**config.mk**
```make
export PLATFORM = sky130hd
export DESIGN_NAME = ps2_host_tx_flat
export DESIGN_NICKNAME = d
export VERILOG_FILES = /design/src/rtl/ps2_host_tx_if.sv /design/src/rtl/ps2_host_tx.sv /design/src/flat_wrapper.sv
export SDC_FILE = /design/constraint.sdc
export NUM_CORES = 1
export LEC_CHECK = 0
export BUFFER_PORTS_ARGS = -buffer_cell sky130_fd_sc_hd__buf_2
export CORE_MARGIN = 3
export CORE_UTILIZATION = 60
export DETAILED_ROUTE_END_ITERATION = 12
export PLACE_DENSITY = 0.79
export SETUP_SLACK_MARGIN = 0.4
export SLEW_MARGIN = 20
export SYNTH_ARGS = -nofsm -noshare
export SYNTH_HDL_FRONTEND = slang
export SYNTH_SLANG_ARGS = --single-unit
```
**constraint.sdc**
```tcl
create_clock -name clk -period 2.6 [get_ports clk]
set_input_delay 0.39 -clock clk [delete_from_list [all_inputs] [get_ports clk]]
set_output_delay 0.39 -clock clk [all_outputs]
set_load 0.02 [all_outputs]
```
**src/rtl/ps2_host_tx_if.sv**
```systemverilog
// Command handshake and status bundle between a PS/2 command source and ps2_host_tx.
interface ps2_host_tx_if;
  logic [7:0] tx_data;
  logic       tx_valid;
  logic       tx_ready;
  logic       tx_done;
  logic       tx_err;
  logic       busy;

  modport master (
    output tx_data,
    output tx_valid,
    input  tx_ready,
    input  tx_done,
    input  tx_err,
    input  busy
  );

  modport slave (
    input  tx_data,
    input  tx_valid,
    output tx_ready,
    output tx_done,
    output tx_err,
    output busy
  );
endinterface

```
**src/rtl/ps2_host_tx.sv**
```systemverilog
// PS/2 host-to-device transmitter: inhibit, request-to-send, 11-bit frame, device ack.
// Define PS2_TX_ACK_CHECK_EN to treat a high ack bit as NACK and time out WAITIDLE too.
module ps2_host_tx #(
  parameter int unsigned INHIBIT_CYCLES = 6000,
  parameter int unsigned TIMEOUT_CYCLES = 750000,
  parameter int unsigned FILTER_LEN     = 8
) (
  input  logic         clk,
  input  logic         reset,
  ps2_host_tx_if.slave tx,
  input  logic         ps2_clk_i,
  input  logic         ps2_data_i,
  output logic         ps2_clk_oe,
  output logic         ps2_data_oe
);

  localparam int unsigned CNT_MAX = (INHIBIT_CYCLES > TIMEOUT_CYCLES) ? INHIBIT_CYCLES
                                                                      : TIMEOUT_CYCLES;
  localparam int unsigned CNT_W   = $clog2(CNT_MAX + 1);
  localparam int unsigned FLT_W   = $clog2(FILTER_LEN + 1);
  localparam int unsigned IDX_W   = 4;

  localparam logic [2:0] S_IDLE     = 3'd0;
  localparam logic [2:0] S_INHIBIT  = 3'd1;
  localparam logic [2:0] S_RELEASE  = 3'd2;
  localparam logic [2:0] S_SHIFT    = 3'd3;
  localparam logic [2:0] S_STOP     = 3'd4;
  localparam logic [2:0] S_ACK      = 3'd5;
  localparam logic [2:0] S_WAITIDLE = 3'd6;

  logic             clk_s1_q, clk_s2_q, data_s1_q, data_s2_q;
  logic             flt_q, flt_d;
  logic [FLT_W-1:0] fcnt_q, fcnt_d;
  logic             fall_q, fall_d;

  logic [2:0]       state_q, state_d;
  logic [CNT_W-1:0] cnt_q, cnt_d;
  logic [8:0]       shreg_q, shreg_d;
  logic [IDX_W-1:0] idx_q, idx_d;
  logic             clk_oe_q, clk_oe_d;
  logic             data_oe_q, data_oe_d;
  logic             done_q, done_d;
  logic             err_q, err_d;
  logic             ready_c, timed_c, tmo_c;

  // Pin synchronizers; idle lines float high
  always_ff @(posedge clk) begin
    if (reset) begin
      clk_s1_q  <= 1'b1;
      clk_s2_q  <= 1'b1;
      data_s1_q <= 1'b1;
      data_s2_q <= 1'b1;
    end else begin
      clk_s1_q  <= ps2_clk_i;
      clk_s2_q  <= clk_s1_q;
      data_s1_q <= ps2_data_i;
      data_s2_q <= data_s1_q;
    end
  end

  // Clock level changes only after FILTER_LEN consecutive differing samples
  always_comb begin
    flt_d  = flt_q;
    fcnt_d = '0;
    fall_d = 1'b0;
    if (clk_s2_q != flt_q) begin
      if (fcnt_q == FLT_W'(FILTER_LEN - 1)) begin
        flt_d  = clk_s2_q;
        fall_d = flt_q;
      end else begin
        fcnt_d = fcnt_q + FLT_W'(1);
      end
    end
  end

  always_ff @(posedge clk) begin
    if (reset) begin
      flt_q  <= 1'b1;
      fcnt_q <= '0;
      fall_q <= 1'b0;
    end else begin
      flt_q  <= flt_d;
      fcnt_q <= fcnt_d;
      fall_q <= fall_d;
    end
  end

  // Held off during the completion pulse so a waiting byte is taken the cycle after
  assign ready_c = (state_q == S_IDLE) && !reset && !done_q && !err_q;

`ifdef PS2_TX_ACK_CHECK_EN
  assign timed_c = (state_q == S_SHIFT) || (state_q == S_STOP) ||
                   (state_q == S_ACK)   || (state_q == S_WAITIDLE);
`else
  assign timed_c = (state_q == S_SHIFT) || (state_q == S_STOP) || (state_q == S_ACK);
`endif
  assign tmo_c = timed_c && (cnt_q == CNT_W'(TIMEOUT_CYCLES - 1));

  always_comb begin
    state_d   = state_q;
    cnt_d     = cnt_q;
    shreg_d   = shreg_q;
    idx_d     = idx_q;
    clk_oe_d  = clk_oe_q;
    data_oe_d = data_oe_q;
    done_d    = 1'b0;
    err_d     = 1'b0;

    if (timed_c) begin
      cnt_d = cnt_q + CNT_W'(1);
    end

    case (state_q)
      S_IDLE: begin
        clk_oe_d  = 1'b0;
        data_oe_d = 1'b0;
        if (tx.tx_valid && ready_c) begin
          shreg_d  = {~^tx.tx_data, tx.tx_data};
          cnt_d    = '0;
          clk_oe_d = 1'b1;
          state_d  = S_INHIBIT;
        end
      end
      S_INHIBIT: begin
        if (cnt_q == CNT_W'(INHIBIT_CYCLES - 1)) begin
          data_oe_d = 1'b1;
          state_d   = S_RELEASE;
        end else begin
          cnt_d = cnt_q + CNT_W'(1);
        end
      end
      S_RELEASE: begin
        clk_oe_d = 1'b0;
        cnt_d    = '0;
        idx_d    = '0;
        state_d  = S_SHIFT;
      end
      S_SHIFT: begin
        if (fall_q) begin
          data_oe_d = ~shreg_q[0];
          shreg_d   = {1'b0, shreg_q[8:1]};
          idx_d     = idx_q + IDX_W'(1);
          if (idx_q == IDX_W'(8)) begin
            state_d = S_STOP;
          end
        end
      end
      S_STOP: begin
        if (fall_q) begin
          data_oe_d = 1'b0;
          state_d   = S_ACK;
        end
      end
      S_ACK: begin
        if (fall_q) begin
`ifdef PS2_TX_ACK_CHECK_EN
          if (data_s2_q) begin
            err_d     = 1'b1;
            clk_oe_d  = 1'b0;
            data_oe_d = 1'b0;
            state_d   = S_IDLE;
          end else begin
            state_d = S_WAITIDLE;
          end
`else
          state_d = S_WAITIDLE;
`endif
        end
      end
      S_WAITIDLE: begin
        if (flt_q && data_s2_q) begin
          done_d  = 1'b1;
          state_d = S_IDLE;
        end
      end
      default: begin
        clk_oe_d  = 1'b0;
        data_oe_d = 1'b0;
        state_d   = S_IDLE;
      end
    endcase

    // Timeout wins over any frame progress in the same cycle
    if (tmo_c) begin
      clk_oe_d  = 1'b0;
      data_oe_d = 1'b0;
      done_d    = 1'b0;
      err_d     = 1'b1;
      state_d   = S_IDLE;
    end
  end

  always_ff @(posedge clk) begin
    if (reset) begin
      state_q   <= S_IDLE;
      cnt_q     <= '0;
      shreg_q   <= '0;
      idx_q     <= '0;
      clk_oe_q  <= 1'b0;
      data_oe_q <= 1'b0;
      done_q    <= 1'b0;
      err_q     <= 1'b0;
    end else begin
      state_q   <= state_d;
      cnt_q     <= cnt_d;
      shreg_q   <= shreg_d;
      idx_q     <= idx_d;
      clk_oe_q  <= clk_oe_d;
      data_oe_q <= data_oe_d;
      done_q    <= done_d;
      err_q     <= err_d;
    end
  end

  assign tx.tx_ready  = ready_c;
  assign tx.tx_done   = done_q;
  assign tx.tx_err    = err_q;
  assign tx.busy      = (state_q != S_IDLE);
  assign ps2_clk_oe   = clk_oe_q;
  assign ps2_data_oe  = data_oe_q;

endmodule

```
**src/flat_wrapper.sv**
```systemverilog
// flat-port wrapper written by rule: the top's interface ports become plain ports
module ps2_host_tx_flat 
#(
  parameter int unsigned INHIBIT_CYCLES = 6000,
  parameter int unsigned TIMEOUT_CYCLES = 750000,
  parameter int unsigned FILTER_LEN     = 8
)
  (clk, reset, ps2_clk_i, ps2_data_i, ps2_clk_oe, ps2_data_oe, tx_tx_data, tx_tx_valid, tx_tx_ready, tx_tx_done, tx_tx_err, tx_busy);
  ps2_host_tx_if tx_i ();
  input  logic clk;
  input  logic reset;
  input  logic ps2_clk_i;
  input  logic ps2_data_i;
  output logic ps2_clk_oe;
  output logic ps2_data_oe;
  input wire logic [$bits(tx_i.tx_data)-1:0] tx_tx_data;
  input wire logic [$bits(tx_i.tx_valid)-1:0] tx_tx_valid;
  output wire logic [$bits(tx_i.tx_ready)-1:0] tx_tx_ready;
  output wire logic [$bits(tx_i.tx_done)-1:0] tx_tx_done;
  output wire logic [$bits(tx_i.tx_err)-1:0] tx_tx_err;
  output wire logic [$bits(tx_i.busy)-1:0] tx_busy;
  assign tx_i.tx_data = tx_tx_data;
  assign tx_i.tx_valid = tx_tx_valid;
  assign tx_tx_ready = tx_i.tx_ready;
  assign tx_tx_done = tx_i.tx_done;
  assign tx_tx_err = tx_i.tx_err;
  assign tx_busy = tx_i.busy;
  ps2_host_tx #(.INHIBIT_CYCLES(INHIBIT_CYCLES), .TIMEOUT_CYCLES(TIMEOUT_CYCLES), .FILTER_LEN(FILTER_LEN)) u_core (.clk(clk), .reset(reset), .tx(tx_i), .ps2_clk_i(ps2_clk_i), .ps2_data_i(ps2_data_i), .ps2_clk_oe(ps2_clk_oe), .ps2_data_oe(ps2_data_oe));
endmodule
```
==> results.txt <==
Clock sink count: 50
Pwr Total: 1.51 mW
Asr flop ratio synth: 0%
Mean Syn Cell Area: 8.14 um^2
First-pass GRT wire length: 10,300 um
Total grt overflow: 0
Routed Antenna Nets: 0
Period utilization: 83.2%
Rows: 23
Vias per cell: 6.18
Hold path depth: 2
Reg2reg path depth: 7
CTS tree: built
Synth cell count leaders: dfxtp_1 (50), nand2_1 (34), nor2_1 (27)
Post-synth EDFFs: 0
Post-CTS Hold Buffers: 0
Leak: 1.11 nW
Synth warn: 0
Largest net degree at the start of global routing: 35
Yosys top cell by area: dfxtp_1
Register area share after synthesis: 37.8%
Initial DRC Count: 236
Post-layout util: 73.1%
Yosys top cell area share: 37.8%
CTS Buf Count: 5
Max_cap viols: 0
Slew HR: 60.6%
Nets: 366
Synth-to-layout area growth: 13.7%
Layout cells sized above 1: 18.1%
Fin crit period: 2160 ps
Worst skew pair latency: 300 ps
Die Height: 72.4 um
Final HPWL DP: 4210 um
Worst setup margin: 437 ps
Cell with the most instances after synthesis: dfxtp_1
Die X-Extent: 72.4 um
Count of cell types in the netlist: 56
Worst slew pin tran: 586 ps
Peak supply drop: 411 uV
Synth Flop Type: dfxtp_1
Unrepaired setup endpoints after global routing: yes
Final clock skew: 3.78 ps
Max-slew violations: 0
Wirelength, routed: 6180 um
Status: complete, no violations
GRT Overall Usage: 24.6%
Clock buffer depth: 2
Critical Path Source Type: flop
Drt wl/cell: 15.5 um
Dpl ws: 457 ps
Port bufs: 18
Arr. time, crit path: 2380 ps
Syn Nets: 342
Mapped Cells: 325
Number of iterations in the first detailed-routing pass: 5
Total die area: 5240 um^2
Post-route cell area: 3010 um^2
Crit path required time: 2810 ps
DRC Markers: 0
Via count: 2,467
Hold Crit Class: input pin to flop
Synthesis-stage register bit count: 50
IO Count: 19
Synth top area cells: dfxtp_1 (38%), nand2_1 (4.8%), nor2_1 (3.8%), a221oi_1 (3.6%), xnor2_1 (3.3%)
Post-Syn Area: 2650 um^2
Core area: 4120 um^2
Clock-pin slew on the worst setup and hold paths: 90 ps
Hold Vio Cnt, Final: 0
Diode count: 0
Setup violators final: 0
Clk root buf: clkbuf_8
CP endpoint kind: flop
Area after DPL: 2820 um^2
CP max FO: 7
Htree depth: 2
Initial Util: 64.3%
Number of global-route vias before repair: 2,271
Fin Setup TNS: 0 ps
Inst Count DP: 387
Antenna violations before repair: 0
GPL Wtd Cong: 0.902
Peak Freq: 462 MHz
CP Class: flop to flop
Pwr per Cell Area: 503 nW/um^2
Final cell count without fillers: 399
Hold_ws: 263 ps
-- cell usage in the layout, fill, tap and decap left out, types with 4 or more instances in the layout --
cell      synthesis  layout
dfxtp_1          50      46
a22oi_1           4       4
a21oi_1          15      14
nand4_1           8       8
buf_2             0      18
nor3_1           10      10
o21ai_0          13      13
xnor2_1          10      10
or2_2             5       5
clkbuf_8          0       6
buf_4             0      13
and3_1            7       7
nand2_1          34      33
nand3_1           9       9
a221oi_1         11       9
nor2_1           27      27
o22ai_1           4       4
ha_1              4       4
inv_1            20      20
a211oi_1          4       4
nand2b_1          8       8
a311oi_1          8       8
nand3b_1          4       4
dfxtp_2           0       4
-- repair_timing --
item,in CTS,in global routing
buffers inserted,0,4
resized for setup,0,13
endpoints found under the setup margin,0,27
-- report_power, final --
group | leakage (nW) | internal [mW] | switching [mW]
Combinational | 0.646 | 0.0670 | 0.0904
Clock | 0.0573 | 0.308 | 0.252
Sequential | 0.408 | 0.782 | 0.0127
Total | 1.11 | 1.16 | 0.355
-- routing by layer --
metal / share of wire (%) / routed length, um / up-vias / GRT usage, %
li1: - / - / 1240 / -
met1: 47 / 2900 / 1149 / 33.2
met2: 46 / 2830 / 67 / 38.3
met3: 5.8 / 359 / 11 / 6.09
met4: 1.6 / 99 / 0 / 8.81
met5: 0 / 0 / - / 0
-- registers in the layout, summed over array words and instances (netlist names), 3 cells and up --
signal / flops
u_core.fcnt_q: 4
u_core.cnt_q: 20
u_core.shreg_q: 9
u_core.state_q: 3
u_core.idx_q: 4
-- kinds of logic after synthesis --
logic type      share of synthesized area (%)
mux                                     0.378
flops                                    37.8
xor+xnor                                 4.30
simple gates                             26.9
fa+ha+maj                                1.89
buf+inv                                  5.25
compound gates                           23.5
-- path summary, 6_finish.rpt --
| kind | from | end | slack [ps] |
|---|---|---|---|
| setup / recovery | u_core.cnt_q[17] | u_core.cnt_q[17] | 440 |
| hold / removal | ps2_data_i | u_core.data_s1_q | 260 |
| setup reg to reg | u_core.cnt_q[17] | u_core.cnt_q[17] | 440 |
| hold reg to reg | u_core.clk_s1_q | u_core.clk_s2_q | 420 |
-- critical path: stages, from the launching register on --
cell,delay (ps)
dfxtp_2,340
or3_4,380
or4_4,460
o311ai_4,290
buf_6,160
buf_6,120
a22oi_1,90
o32ai_1,230
-- final cells by class --
type	count	area [um^2]
inverters	20	75.1
clock buffers	6	82.6
clock inverters	1	30.0
well taps	50	62.6
fillers	320	1110
repair buffers	33	210
multi-input cells	239	1540
flip-flops and latches	50	1010
Power figures use the tool's default switching activity.
